<file path="config.mk">
export PLATFORM = sky130hd
export DESIGN_NAME = iob_axi_wr_burst_split_flat
export DESIGN_NICKNAME = d
export VERILOG_FILES = /design/src/rtl/iob_axi_wr_burst_split_if.sv /design/src/rtl/iob_axi_wr_burst_split.sv /design/src/flat_wrapper.sv
export SDC_FILE = /design/constraint.sdc
export NUM_CORES = 1
export LEC_CHECK = 0
export BUFFER_PORTS_ARGS = -buffer_cell sky130_fd_sc_hd__buf_2
export CAP_MARGIN = 20
export CORE_MARGIN = 1
export CORE_UTILIZATION = 55
export DETAILED_ROUTE_END_ITERATION = 10
export GPL_ROUTABILITY_DRIVEN = 0
export PLACE_DENSITY = 0.94
export SYNTH_ARGS = -nofsm -noshare
export SYNTH_HDL_FRONTEND = slang
export SYNTH_SLANG_ARGS = --single-unit
</file>
<file path="constraint.sdc">
create_clock -name clk -period 4.9 [get_ports clk]
set_input_delay 0.49 -clock clk [delete_from_list [all_inputs] [get_ports clk]]
set_output_delay 0.49 -clock clk [all_outputs]
set_load 0.1 [all_outputs]
</file>
<file path="src/rtl/iob_axi_wr_burst_split_if.sv">
// Bundle of command, data-stream and converter-side signals for the write burst splitter.
// The slave modport is the splitter's view; the master modport is the view of whatever
// drives commands/data and plays the downstream converter.
interface iob_axi_wr_burst_split_if #(
    parameter int ADDR_W = 32,
    parameter int DATA_W = 32,
    parameter int CNT_W  = 16
);
    logic                cmd_valid;
    logic [ADDR_W-1:0]   cmd_addr;
    logic [CNT_W-1:0]    cmd_nwords;
    logic                cmd_ready;
    logic                busy;
    logic                done;
    logic                err;

    logic                d_valid;
    logic [DATA_W-1:0]   d_wdata;
    logic [DATA_W/8-1:0] d_wstrb;
    logic                d_ready;

    logic [7:0]          wr_length;
    logic                wr_ready;
    logic                wr_error;

    logic                m_valid;
    logic [ADDR_W-1:0]   m_addr;
    logic [DATA_W-1:0]   m_wdata;
    logic [DATA_W/8-1:0] m_wstrb;
    logic                m_ready;

    modport slave (
        input  cmd_valid, cmd_addr, cmd_nwords,
        output cmd_ready, busy, done, err,
        input  d_valid, d_wdata, d_wstrb,
        output d_ready,
        output wr_length,
        input  wr_ready, wr_error,
        output m_valid, m_addr, m_wdata, m_wstrb,
        input  m_ready
    );

    modport master (
        output cmd_valid, cmd_addr, cmd_nwords,
        input  cmd_ready, busy, done, err,
        output d_valid, d_wdata, d_wstrb,
        input  d_ready,
        input  wr_length,
        output wr_ready, wr_error,
        input  m_valid, m_addr, m_wdata, m_wstrb,
        output m_ready
    );
endinterface

</file>
<file path="src/rtl/iob_axi_wr_burst_split.sv">
// Splits one native write command into AXI-legal bursts (bounded by MAX_BURST beats and
// never crossing a BOUNDARY-byte line), streams each burst's data to the native-to-AXI
// converter and waits for its write response before launching the next burst.
module iob_axi_wr_burst_split #(
    parameter int ADDR_W    = 32,
    parameter int DATA_W    = 32,
    parameter int CNT_W     = 16,
    parameter int MAX_BURST = 256,
    parameter int BOUNDARY  = 4096
) (
    input logic                     clk,
    input logic                     rst,
    iob_axi_wr_burst_split_if.slave bus
);
    localparam int BEAT_BYTES = DATA_W / 8;
    localparam int BEAT_SHIFT = $clog2(BEAT_BYTES);
    localparam int BND_W      = $clog2(BOUNDARY);

    localparam logic [1:0] ST_IDLE      = 2'd0;
    localparam logic [1:0] ST_CALC      = 2'd1;
    localparam logic [1:0] ST_BURST     = 2'd2;
    localparam logic [1:0] ST_WAIT_RESP = 2'd3;

    logic [1:0]        state;
    logic [ADDR_W-1:0] addr_q;
    logic [ADDR_W-1:0] m_addr_q;
    logic [CNT_W-1:0]  remaining;
    logic [8:0]        beat_cnt;
    logic [7:0]        wr_length_q;
    logic              seen_busy;
    logic              busy_q;
    logic              done_q;
    logic              err_q;

    logic [8:0]        burst_now;
    logic [8:0]        burst_len;
    logic              m_valid_w;
    logic              beat_fire;
    logic              last_beat;

    // Beats in the next burst: smallest of words left, MAX_BURST and beats to the boundary.
    // Only the low BND_W address bits matter for the boundary distance.
    function automatic logic [8:0] min_burst(input logic [CNT_W-1:0] rem,
                                             input logic [BND_W-1:0] addr_low);
        logic [BND_W:0] dist_bytes;
        logic [BND_W:0] dist_beats;
        logic [31:0]    limit;
        dist_bytes = (BND_W+1)'(BOUNDARY) - {1'b0, addr_low};
        dist_beats = dist_bytes >> BEAT_SHIFT;
        limit      = 32'(MAX_BURST);
        if (32'(dist_beats) < limit) limit = 32'(dist_beats);
        if (32'(rem) < limit) limit = 32'(rem);
        return limit[8:0];
    endfunction

    assign burst_now = min_burst(remaining, addr_q[BND_W-1:0]);
    assign burst_len = {1'b0, wr_length_q} + 9'd1;
    assign m_valid_w = (state == ST_BURST) & bus.d_valid;
    assign beat_fire = m_valid_w & bus.m_ready;
    assign last_beat = beat_fire & (beat_cnt == {1'b0, wr_length_q});

    assign bus.cmd_ready = (state == ST_IDLE) & ~busy_q;
    assign bus.busy      = busy_q;
    assign bus.done      = done_q;
    assign bus.err       = err_q;
    assign bus.d_ready   = beat_fire;
    assign bus.wr_length = wr_length_q;
    assign bus.m_valid   = m_valid_w;
    assign bus.m_addr    = m_addr_q;
    assign bus.m_wdata   = bus.d_wdata;
    assign bus.m_wstrb   = bus.d_wstrb;

    // Command sequencing: accept, size each burst, count beats, collect the response.
    always_ff @(posedge clk or posedge rst) begin
        if (rst) begin
            state       <= ST_IDLE;
            addr_q      <= '0;
            m_addr_q    <= '0;
            remaining   <= '0;
            beat_cnt    <= '0;
            wr_length_q <= '0;
            seen_busy   <= 1'b0;
            busy_q      <= 1'b0;
            done_q      <= 1'b0;
            err_q       <= 1'b0;
        end else begin
            done_q <= 1'b0;
            case (state)
                ST_IDLE: begin
                    // busy still set here only after a zero-length command; drop it now
                    if (busy_q) begin
                        busy_q <= 1'b0;
                    end else if (bus.cmd_valid) begin
                        addr_q    <= bus.cmd_addr & ~ADDR_W'(BEAT_BYTES - 1);
                        remaining <= bus.cmd_nwords;
                        err_q     <= 1'b0;
                        busy_q    <= 1'b1;
                        if (bus.cmd_nwords == '0) begin
                            done_q <= 1'b1;
                        end else begin
                            state <= ST_CALC;
                        end
                    end
                end
                ST_CALC: begin
                    wr_length_q <= 8'(burst_now - 9'd1);
                    m_addr_q    <= addr_q;
                    seen_busy   <= 1'b0;
                    beat_cnt    <= '0;
                    if (bus.wr_ready) state <= ST_BURST;
                end
                ST_BURST: begin
                    if (!bus.wr_ready) seen_busy <= 1'b1;
                    if (beat_fire) begin
                        beat_cnt <= beat_cnt + 9'd1;
                        if (last_beat) begin
                            addr_q    <= addr_q + (ADDR_W'(burst_len) << BEAT_SHIFT);
                            remaining <= remaining - CNT_W'(burst_len);
                            state     <= ST_WAIT_RESP;
                        end
                    end
                end
                ST_WAIT_RESP: begin
                    // The converter must be seen busy before its ready counts as the response
                    if (!bus.wr_ready) begin
                        seen_busy <= 1'b1;
                    end else if (seen_busy) begin
                        err_q <= err_q | bus.wr_error;
                        if (remaining != '0) begin
                            state <= ST_CALC;
                        end else begin
                            state  <= ST_IDLE;
                            busy_q <= 1'b0;
                            done_q <= 1'b1;
                        end
                    end
                end
                default: state <= ST_IDLE;
            endcase
        end
    end
endmodule

</file>
<file path="src/flat_wrapper.sv">
// flat-port wrapper written by rule: the top's interface ports become plain ports
module iob_axi_wr_burst_split_flat 
#(
    parameter int ADDR_W    = 32,
    parameter int DATA_W    = 32,
    parameter int CNT_W     = 16,
    parameter int MAX_BURST = 256,
    parameter int BOUNDARY  = 4096
)
  (clk, rst, bus_cmd_valid, bus_cmd_addr, bus_cmd_nwords, bus_cmd_ready, bus_busy, bus_done, bus_err, bus_d_valid, bus_d_wdata, bus_d_wstrb, bus_d_ready, bus_wr_length, bus_wr_ready, bus_wr_error, bus_m_valid, bus_m_addr, bus_m_wdata, bus_m_wstrb, bus_m_ready);
  iob_axi_wr_burst_split_if #(.ADDR_W(ADDR_W), .DATA_W(DATA_W), .CNT_W(CNT_W)) bus_i ();
  input logic clk;
  input logic rst;
  input wire logic [$bits(bus_i.cmd_valid)-1:0] bus_cmd_valid;
  input wire logic [$bits(bus_i.cmd_addr)-1:0] bus_cmd_addr;
  input wire logic [$bits(bus_i.cmd_nwords)-1:0] bus_cmd_nwords;
  output wire logic [$bits(bus_i.cmd_ready)-1:0] bus_cmd_ready;
  output wire logic [$bits(bus_i.busy)-1:0] bus_busy;
  output wire logic [$bits(bus_i.done)-1:0] bus_done;
  output wire logic [$bits(bus_i.err)-1:0] bus_err;
  input wire logic [$bits(bus_i.d_valid)-1:0] bus_d_valid;
  input wire logic [$bits(bus_i.d_wdata)-1:0] bus_d_wdata;
  input wire logic [$bits(bus_i.d_wstrb)-1:0] bus_d_wstrb;
  output wire logic [$bits(bus_i.d_ready)-1:0] bus_d_ready;
  output wire logic [$bits(bus_i.wr_length)-1:0] bus_wr_length;
  input wire logic [$bits(bus_i.wr_ready)-1:0] bus_wr_ready;
  input wire logic [$bits(bus_i.wr_error)-1:0] bus_wr_error;
  output wire logic [$bits(bus_i.m_valid)-1:0] bus_m_valid;
  output wire logic [$bits(bus_i.m_addr)-1:0] bus_m_addr;
  output wire logic [$bits(bus_i.m_wdata)-1:0] bus_m_wdata;
  output wire logic [$bits(bus_i.m_wstrb)-1:0] bus_m_wstrb;
  input wire logic [$bits(bus_i.m_ready)-1:0] bus_m_ready;
  assign bus_i.cmd_valid = bus_cmd_valid;
  assign bus_i.cmd_addr = bus_cmd_addr;
  assign bus_i.cmd_nwords = bus_cmd_nwords;
  assign bus_cmd_ready = bus_i.cmd_ready;
  assign bus_busy = bus_i.busy;
  assign bus_done = bus_i.done;
  assign bus_err = bus_i.err;
  assign bus_i.d_valid = bus_d_valid;
  assign bus_i.d_wdata = bus_d_wdata;
  assign bus_i.d_wstrb = bus_d_wstrb;
  assign bus_d_ready = bus_i.d_ready;
  assign bus_wr_length = bus_i.wr_length;
  assign bus_i.wr_ready = bus_wr_ready;
  assign bus_i.wr_error = bus_wr_error;
  assign bus_m_valid = bus_i.m_valid;
  assign bus_m_addr = bus_i.m_addr;
  assign bus_m_wdata = bus_i.m_wdata;
  assign bus_m_wstrb = bus_i.m_wstrb;
  assign bus_i.m_ready = bus_m_ready;
  iob_axi_wr_burst_split #(.ADDR_W(ADDR_W), .DATA_W(DATA_W), .CNT_W(CNT_W), .MAX_BURST(MAX_BURST), .BOUNDARY(BOUNDARY)) u_core (.clk(clk), .rst(rst), .bus(bus_i));
endmodule
</file>
==> results of run 1 <==
-- cell type report --
class | instances | area, µm² | area share, %
Inverter | 34 | 130 | 1.71
Tap cell | 168 | 210 | 2.76
Multi-Input combinational cell | 581 | 3930 | 51.5
Timing Repair Buffer | 105 | 568 | 7.45
Sequential cell | 99 | 2480 | 32.5
Clock buffer | 12 | 256 | 3.36
Clock inverter | 4 | 56.3 | 0.738
-- sequential cells by signal, indices dropped and copies added (netlist names) --
| signal | cells |
|---|---|
| u_core.bus.err | 1 |
| u_core.beat_cnt | 9 |
| u_core.bus.wr_length | 8 |
| u_core.state | 2 |
| u_core.bus.done | 1 |
| u_core.bus.busy | 1 |
| u_core.addr_q | 30 |
| u_core.remaining | 16 |
| u_core.bus.m_addr | 30 |
| u_core.seen_busy | 1 |
-- placed cells by master, fill, tap and decap left out, types with 6 or more instances in the layout --
cell type,instances
dfrtp_1,99
buf_2,96
nand2_1,79
nor2_1,62
o21ai_0,44
a21oi_1,40
mux2_2,33
ha_1,33
inv_1,32
xnor2_1,22
nand3_1,20
xor2_1,20
nor3_1,20
a211oi_1,14
o22ai_1,13
nand4_1,11
mux2i_1,11
nor4_1,10
and3_1,10
a21o_1,9
o21a_1,9
clkbuf_16,9
a31oi_1,8
buf_4,8
nand2b_1,7
or3_1,7
a2bb2oi_1,6
o211ai_1,6
a311oi_1,6
-- layer usage --
layer | vias up | share of wire (%) | global-route usage, %
met5 | - | 0 | 0
met4 | 0 | 3.9 | 14.8
met3 | 76 | 7.9 | 5.51
met2 | 396 | 48 | 47.9
met1 | 3031 | 40 | 38.0
li1 | 2903 | - | -
-- metrics by stage --
stage	hold WS [ns]	std cells	setup slack (ns)	util (%)	instance area [µm²]
final	0.182	1003	0.323	62.7	7630
after global routing	0.234	1003	0.0687	62.7	7630
after CTS	0.219	1002	0.303	62.5	7600
after detailed placement	0.483	986	0.363	59.9	7290
after global placement	0.465	986	0.549	59.9	7290
after floorplan	0.450	790	0.565	-	6960
-- critical path, delay by kind of cell, from the launching register on --
kind | cells | cell delay, ns
adders and majority gates | 3 | 0.79
buffers and inverters | 2 | 0.21
xor gates and xnor gates | 1 | 0.16
muxes | 1 | 0.30
AOI/OAI and AO/OA | 6 | 1.28
and+or+nand+nor | 6 | 1.35
DFF | 1 | 0.38
-- timing repair --
action	in CTS	in global routing
endpoints found under the hold margin	0	0
resized for setup	0	1
endpoints found under the setup margin	0	1
buffers inserted	0	0
-- worst max path at each step --
stage	endpoint	slack, ns	cells after the start
after floorplan	u_core.bus.wr_length[6]$_DFFE_PP0P_	0.56	21
after global placement	u_core.bus.wr_length[6]$_DFFE_PP0P_	0.55	19
after detailed placement	u_core.bus.wr_length[6]$_DFFE_PP0P_	0.36	19
after CTS	u_core.bus.wr_length[6]$_DFFE_PP0P_	0.30	19
after global routing	u_core.bus.wr_length[6]$_DFFE_PP0P_	0.07	19
final	u_core.bus.wr_length[6]$_DFFE_PP0P_	0.32	19
-- kinds of logic (layout without fill, tap and decap cells) --
group,count (synthesis),in the layout,synth area share (%)
xor+xnor,42,42,5.29
mux,44,44,6.93
compound gates,196,196,18.7
simple gates,259,259,18.4
buf+inv,110,155,8.08
fa+ha+maj,37,37,6.87
other cells,2,3,0.108
flops,99,99,35.6
==> impl_metrics.yaml, run 1 <==
worst_setup_path:
  slowest_delay_ns: 0.52
  worstReg2RegEnd: "u_core.bus.wr_length[6]$_DFFE_PP0P_"
  crit_required_ns: 5.16
  cp.arrival_ns: 4.84
  crit_fanout: 7
  slowest_stage: "or4b_1"
  path_cells: "inv_1 > ha_1 > or4b_1 > nor4b_1 > o21ai_2 > inv_2 > nand2_1 > ha_1 > a211o_1 > o211ai_1 > a31oi_1 > a211o_1 > mux2_2 > ha_1 > nand2_1 > nor3_1 > xor2_1 > nand2_1 > o221ai_1"
  worstSetupStartpointType: "flip-flop"
  crit_start: "u_core.addr_q[2]$_DFFE_PP0P_"
  crit_type: "flip-flop to flip-flop"
  r2r_cells: 19
  crit_path_end_kind: "flip-flop"
  r2r_slack_ns: 0.32
  rr_startpoint: "u_core.addr_q[2]$_DFFE_PP0P_"
routing:
  antenna_left: 0
  drtIter0Drc: 745
  drtPass1Iterations: 6
  post_drt_wl_per_cell_um: 18.4
  wl_um: 18400
  remaining_drc_errors: 0
  vias: 6406
  via_per_inst: 6.39
sta:
  slew_headroom_pct: 30.9
  fin_crit_ns: 4.58
  clock_skew_ns: 0.00914
  finalHoldViolCount: 0
  worstMarginPinSlew_ns: 1.04
  setup_tns_ns: 0
  rsz0062_at_grt: "false"
  setup_viol: 0
  drv_slew: 0
  fin_crit_sh_pct: 93.4
  fmax_mhz: 219
cells_and_area:
  syn_to_final_growth_pct: 9.66
  final_layout_size_suffix_gt1_share_pct: 19.8
  diodes: 0
  fillers: 985
  nets: 958
global_routing:
  grt_max_degree: 57
  first_global_vias: 6199
  antenna_found_initial: 0
  grt_pass1_wl_um: 30100
  grt_overflow_total: 0
  grt_usage_pct: 29.6
clock_tree:
  worst_setup_hold_path_clk_slew_ns: 0.07
  cts.sinks: 99
  cts_tree: "done"
  cts-root-buf: "clkbuf_16"
  postCtsHoldBufs: 0
  cts_buffer_depth: 2
  clk_latency_ns: 0.36
  numCtsBuffers: 9
  htree_levels: 3
placed_design:
  place_hpwl_um: 13000
  io_buffers: 96
floorplanning:
  die_h_um: 114
  start_util_pct: 57.2
  die_area_um2: 13100
  die_x_um: 114
  core_area_um2: 12200
  io_pins: 173
  rows: 40
logic_synthesis:
  ys_types: 68
  synth_area_per_cell_um2: 8.82
  syn_inst: 789
  synthArstFlopShare_pct: 100
  netlist_area_um2: 6960
  synth_warnings: 0
  synth_top_cell_area_share_pct: 35.6
  netlist_top_cells_count: "99 x dfrtp_1, 79 x nand2_1, 62 x nor2_1, 44 x o21ai_0, 41 x a21oi_1"
  post-synth-top-count-cell: "dfrtp_1"
  ys_seq_elements: 99
  synth-edff-count: 0
  synth_top_cell_by_area: "dfrtp_1"
  synth_ff_type: "dfrtp_1"
  yosysSeqAreaShare_pct: 35.6
  ys_top_cells_by_area: "dfrtp_1 36%, ha_1 6.3%, mux2_2 5.3%, nand2_1 4.3%, buf_4 4.1%"
job:
  maxCapViolCount: 0
status:
  status: "complete, no violations"
hold_path:
  hp-class: "input port to asynchronous set/reset pin"
Power of run 1 is left out: the tool's default activity adds up to more than one toggle a clock period on the data nets, which glitch-free logic cannot reach.
==> run 2, diff against run 1 <==
--- a/config.mk
+++ b/config.mk
@@ -11,7 +11,8 @@
 export CORE_UTILIZATION = 55
 export DETAILED_ROUTE_END_ITERATION = 10
 export GPL_ROUTABILITY_DRIVEN = 0
-export PLACE_DENSITY = 0.94
+export PLACE_DENSITY_LB_ADDON = 0.15
+export SKIP_LAST_GASP = 1
 export SYNTH_ARGS = -nofsm -noshare
 export SYNTH_HDL_FRONTEND = slang
 export SYNTH_SLANG_ARGS = --single-unit
==> impl_metrics.yaml, run 2 (synthesis results as in run 1) <==
placed_design:
  io_buffers: 96
  place_hpwl_um: 13300
  dpl-instance-area_um2: 7300
status:
  status: "complete, no violations"
clock_tree:
  cts_tree: "done"
  cts_setup_buffers: 0
  cts_resized: 0
  htree_levels: 3
  worst_setup_hold_path_clk_slew_ns: 0.07
  cts-root-buf: "clkbuf_16"
  postCtsHoldBufs: 0
  cts.sinks: 99
  numCtsBuffers: 9
  cts_buffer_depth: 2
  clk_latency_ns: 0.36
sta:
  finalHoldViolCount: 0
  setup_tns_ns: 0
  slew_headroom_pct: 30.4
  fmax_mhz: 218
  fin_crit_sh_pct: 93.6
  rsz0062_at_grt: "false"
  fin_crit_ns: 4.59
  worstMarginPinSlew_ns: 1.04
  setup_viol: 0
  drv_slew: 0
  clock_skew_ns: 0.00610
hold_path:
  hp-class: "input port to asynchronous set/reset pin"
worst_setup_path:
  crit_path_end_kind: "flip-flop"
  r2r_slack_ns: 0.31
  worstSetupEndpoint: "u_core.bus.wr_length[6]$_DFFE_PP0P_"
  crit_start: "u_core.addr_q[3]$_DFFE_PP0P_"
  rr_startpoint: "u_core.addr_q[3]$_DFFE_PP0P_"
  worstSetupStartpointType: "flip-flop"
  crit_type: "flip-flop to flip-flop"
  r2r_cells: 19
  cp.arrival_ns: 4.85
  worstReg2RegEnd: "u_core.bus.wr_length[6]$_DFFE_PP0P_"
  path_cells: "inv_1 > ha_1 > or4b_1 > o21a_1 > o21ai_2 > inv_1 > nand2_1 > ha_1 > a211o_1 > o211ai_1 > a31oi_1 > a211o_1 > mux2_2 > ha_1 > nand2_1 > nor3_1 > xor2_1 > nand2_1 > o221ai_1"
  crit_required_ns: 5.16
  slowest_stage: "or4b_1"
  crit_fanout: 12
  slowest_delay_ns: 0.53
routing:
  remaining_drc_errors: 0
  vias: 6188
  antenna_left: 0
  wl_um: 18200
  post_drt_wl_per_cell_um: 18.2
  via_per_inst: 6.16
  drtPass1Iterations: 5
  drtIter0Drc: 280
cells_and_area:
  fillers: 1041
  final_cell_mix: "99 x dfrtp_1, 96 x buf_2, 79 x nand2_1"
  syn_to_final_growth_pct: 9.48
  layout_commonest_cell: "dfrtp_1"
  fin_util_pct: 62.6
  nets: 960
  diodes: 0
  final_layout_size_suffix_gt1_share_pct: 20.0
  final_cell_area_um2: 7610
floorplanning:
  die_area_um2: 13100
  io_pins: 173
  die_x_um: 114
  core_area_um2: 12200
  start_util_pct: 57.2
  die_h_um: 114
  rows: 40
global_routing:
  antenna_found_initial: 0
  first_global_vias: 6083
  grt_max_degree: 55
  grt_pass1_wl_um: 29600
  grt_usage_pct: 29.1
  grt_overflow_total: 0
job:
  maxCapViolCount: 0
## run 2: worst min-delay path by stage
stage	slack [ns]	start	cells after the start	to
finish	0.20	rst	2	u_core.bus.busy$_DFFE_PP0P_
CTS	0.23	rst	2	u_core.bus.err$_DFFE_PP0P_
floorplan	0.45	u_core.seen_busy$_DFFE_PP0P_	2	u_core.seen_busy$_DFFE_PP0P_
global route	0.27	rst	2	u_core.remaining[12]$_DFFE_PP0P_
global placement	0.47	u_core.seen_busy$_DFFE_PP0P_	2	u_core.seen_busy$_DFFE_PP0P_
detailed placement	0.49	u_core.seen_busy$_DFFE_PP0P_	2	u_core.seen_busy$_DFFE_PP0P_
## run 2: through the flow
| stage | setup WS [ns] | hold WS [ns] | instances |
|---|---|---|---|
| floorplan | 0.565 | 0.450 | 790 |
| global placement | 0.477 | 0.469 | 988 |
| detailed placement | 0.338 | 0.486 | 988 |
| CTS | 0.328 | 0.235 | 1004 |
| global route | 0.0445 | 0.270 | 1005 |
| finish | 0.314 | 0.198 | 1005 |
## run 2: cell type report
cell class	count	area [µm²]	area share, %
multi-input combinational	581	3940	51.7
clock buffer	11	243	3.19
timing repair buffer	107	583	7.66
sequential	99	2480	32.5
inverter	34	130	1.71
tap	168	210	2.76
clock inverter	5	36.3	0.477
## run 2: metal layers
metal,share of wire (%),up-vias,GRT usage (%)
li1,-,2907,-
met1,43,2978,37.6
met2,47,232,47.7
met3,6.2,71,3.92
met4,3.9,0,15.4
met5,0,-,0
## run 2: critical path, delay by kind of cell (launching register included)
family,cells,cell delay (ns)
xor+xnor,1,0.16
compound gates,7,1.63
buf+inv,2,0.25
fa+ha+maj,3,0.71
mux,1,0.31
simple gates,5,1.05
flops,1,0.38
Power of run 2 is left out for the same reason.
==> run 3, diff against run 2 <==
--- a/config.mk
+++ b/config.mk
@@ -6,11 +6,9 @@
 export NUM_CORES = 1
 export LEC_CHECK = 0
 export BUFFER_PORTS_ARGS = -buffer_cell sky130_fd_sc_hd__buf_2
-export CAP_MARGIN = 20
 export CORE_MARGIN = 1
-export CORE_UTILIZATION = 55
+export CORE_UTILIZATION = 45
 export DETAILED_ROUTE_END_ITERATION = 10
-export GPL_ROUTABILITY_DRIVEN = 0
 export PLACE_DENSITY_LB_ADDON = 0.15
 export SKIP_LAST_GASP = 1
 export SYNTH_ARGS = -nofsm -noshare
==> impl_metrics.yaml, run 3 (synthesis results as in run 1) <==
clock_tree:
  clk_latency_ns: 0.35
  cts_buffer_depth: 2
  cts_setup_buffers: 0
  numCtsBuffers: 9
  cts.sinks: 99
  cts_resized: 0
  cts-root-buf: "clkbuf_16"
  cts_tree: "done"
  htree_levels: 3
  postCtsHoldBufs: 0
  worst_setup_hold_path_clk_slew_ns: 0.07
status:
  status: "complete, no violations"
cells_and_area:
  regArea_um2: 2480
  final_layout_size_suffix_gt1_share_pct: 20.1
  multiInputGateArea_um2: 3930
  layout_commonest_cell: "dfrtp_1"
  diodes: 0
  final_cell_mix: "99 x dfrtp_1, 96 x buf_2, 79 x nand2_1"
  syn_to_final_growth_pct: 10.2
  fillers: 1455
  nets: 960
  final_cell_area_um2: 7660
floorplanning:
  die_h_um: 126
  core_area_um2: 15100
  rows: 45
  die_x_um: 126
  start_util_pct: 45.9
  io_pins: 173
  die_area_um2: 16000
sta:
  fmax_mhz: 220
  clock_skew_ns: 0.00712
  drv_slew: 0
  fin_crit_ns: 4.54
  whs_ns: 0.288
  fin_crit_sh_pct: 92.7
  worstMarginPinSlew_ns: 0.905
  rsz0062_at_grt: "false"
  finalHoldViolCount: 0
  setup_viol: 0
  slew_headroom_pct: 39.2
  setup_tns_ns: 0
placed_design:
  place_hpwl_um: 13800
  routabilityCongestion: 0.935
  io_buffers: 96
  dpl-instance-area_um2: 7330
worst_setup_path:
  slowest_stage: "or4b_1"
  r2r_cells: 19
  crit_path_end_kind: "flip-flop"
  crit_type: "flip-flop to flip-flop"
  cp.arrival_ns: 4.81
  crit_required_ns: 5.17
  worstSetupStartpointType: "flip-flop"
  path_cells: "inv_1 > ha_1 > or4b_1 > nor4b_1 > o21ai_2 > inv_2 > nand2_1 > ha_1 > a211o_1 > o211ai_1 > a31oi_1 > a211o_2 > mux2_2 > ha_1 > nand2_1 > nor3_1 > xor2_1 > nand2_1 > o221ai_1"
  crit_fanout: 12
  slowest_delay_ns: 0.52
routing:
  remaining_drc_errors: 0
  post_drt_wl_per_cell_um: 18.3
  vias: 6054
  via_per_inst: 5.91
  wl_um: 18700
  drtIter0Drc: 337
  drtPass1Iterations: 4
  antenna_left: 0
global_routing:
  grt_usage_pct: 24.3
  grt_pass1_wl_um: 30600
  grt_max_degree: 68
  antenna_found_initial: 1
  grt_overflow_total: 0
  first_global_vias: 5977
hold_path:
  hp-class: "input port to asynchronous set/reset pin"
job:
  maxCapViolCount: 0
run 3: cell count changes in the layout (fill, tap and decap cells not counted), sizes merged:
cell,delta
inv,-1
bufinv,+2
clkinv,-2
run 3: worst max-delay path: cells and delay by family (launching register included):
family	cells	cell delay [ns]
and+or+nand+nor	6	1.36
AOI/OAI and AO/OA	6	1.23
adders and majority gates	3	0.77
DFF	1	0.38
muxes	1	0.28
buffers and inverters	2	0.24
xor gates and xnor gates	1	0.16
run 3: final timing paths:
path / to / slack (ns) / startpoint
max in group asynchronous: u_core.bus.wr_length[5]$_DFFE_PP0P_ / 3.64 / rst
worst max-delay path: u_core.bus.wr_length[6]$_DFFE_PP0P_ / 0.36 / u_core.addr_q[2]$_DFFE_PP0P_
min in group clk: u_core.addr_q[13]$_DFFE_PP0P_ / 0.38 / bus_cmd_addr[13]
worst min register to register: u_core.bus.m_addr[26]$_DFFE_PP0P_ / 0.50 / u_core.bus.m_addr[26]$_DFFE_PP0P_
worst min-delay path: u_core.bus.err$_DFFE_PP0P_ / 0.29 / rst
worst max register to register: u_core.bus.wr_length[6]$_DFFE_PP0P_ / 0.36 / u_core.addr_q[2]$_DFFE_PP0P_
run 3: per-stage QoR:
stage	instances	utilization [%]	setup slack, ns
after floorplan	790	-	0.565
after global placement	1009	48.4	0.430
after detailed placement	1009	48.4	0.298
after CTS	1024	50.6	0.246
after global routing	1024	50.6	0.0232
final	1024	50.6	0.359
run 3: routing by layer:
layer  global-route usage [%]  part of all wire, %
met1                     31.6                   45
met2                     40.6                   48
met3                     4.09                  4.4
met4                     9.57                  2.3
met5                        0                0.043
run 3: area by class of cell:
cell class	count	share of cell area [%]
repair buffers	107	7.35
flip-flops and latches	99	32.3
clock inverters	4	0.963
clock buffers	11	3.30
inverters	34	1.70
multi-input cells	581	51.3
well taps	188	3.07
Power of run 3 is left out for the same reason.
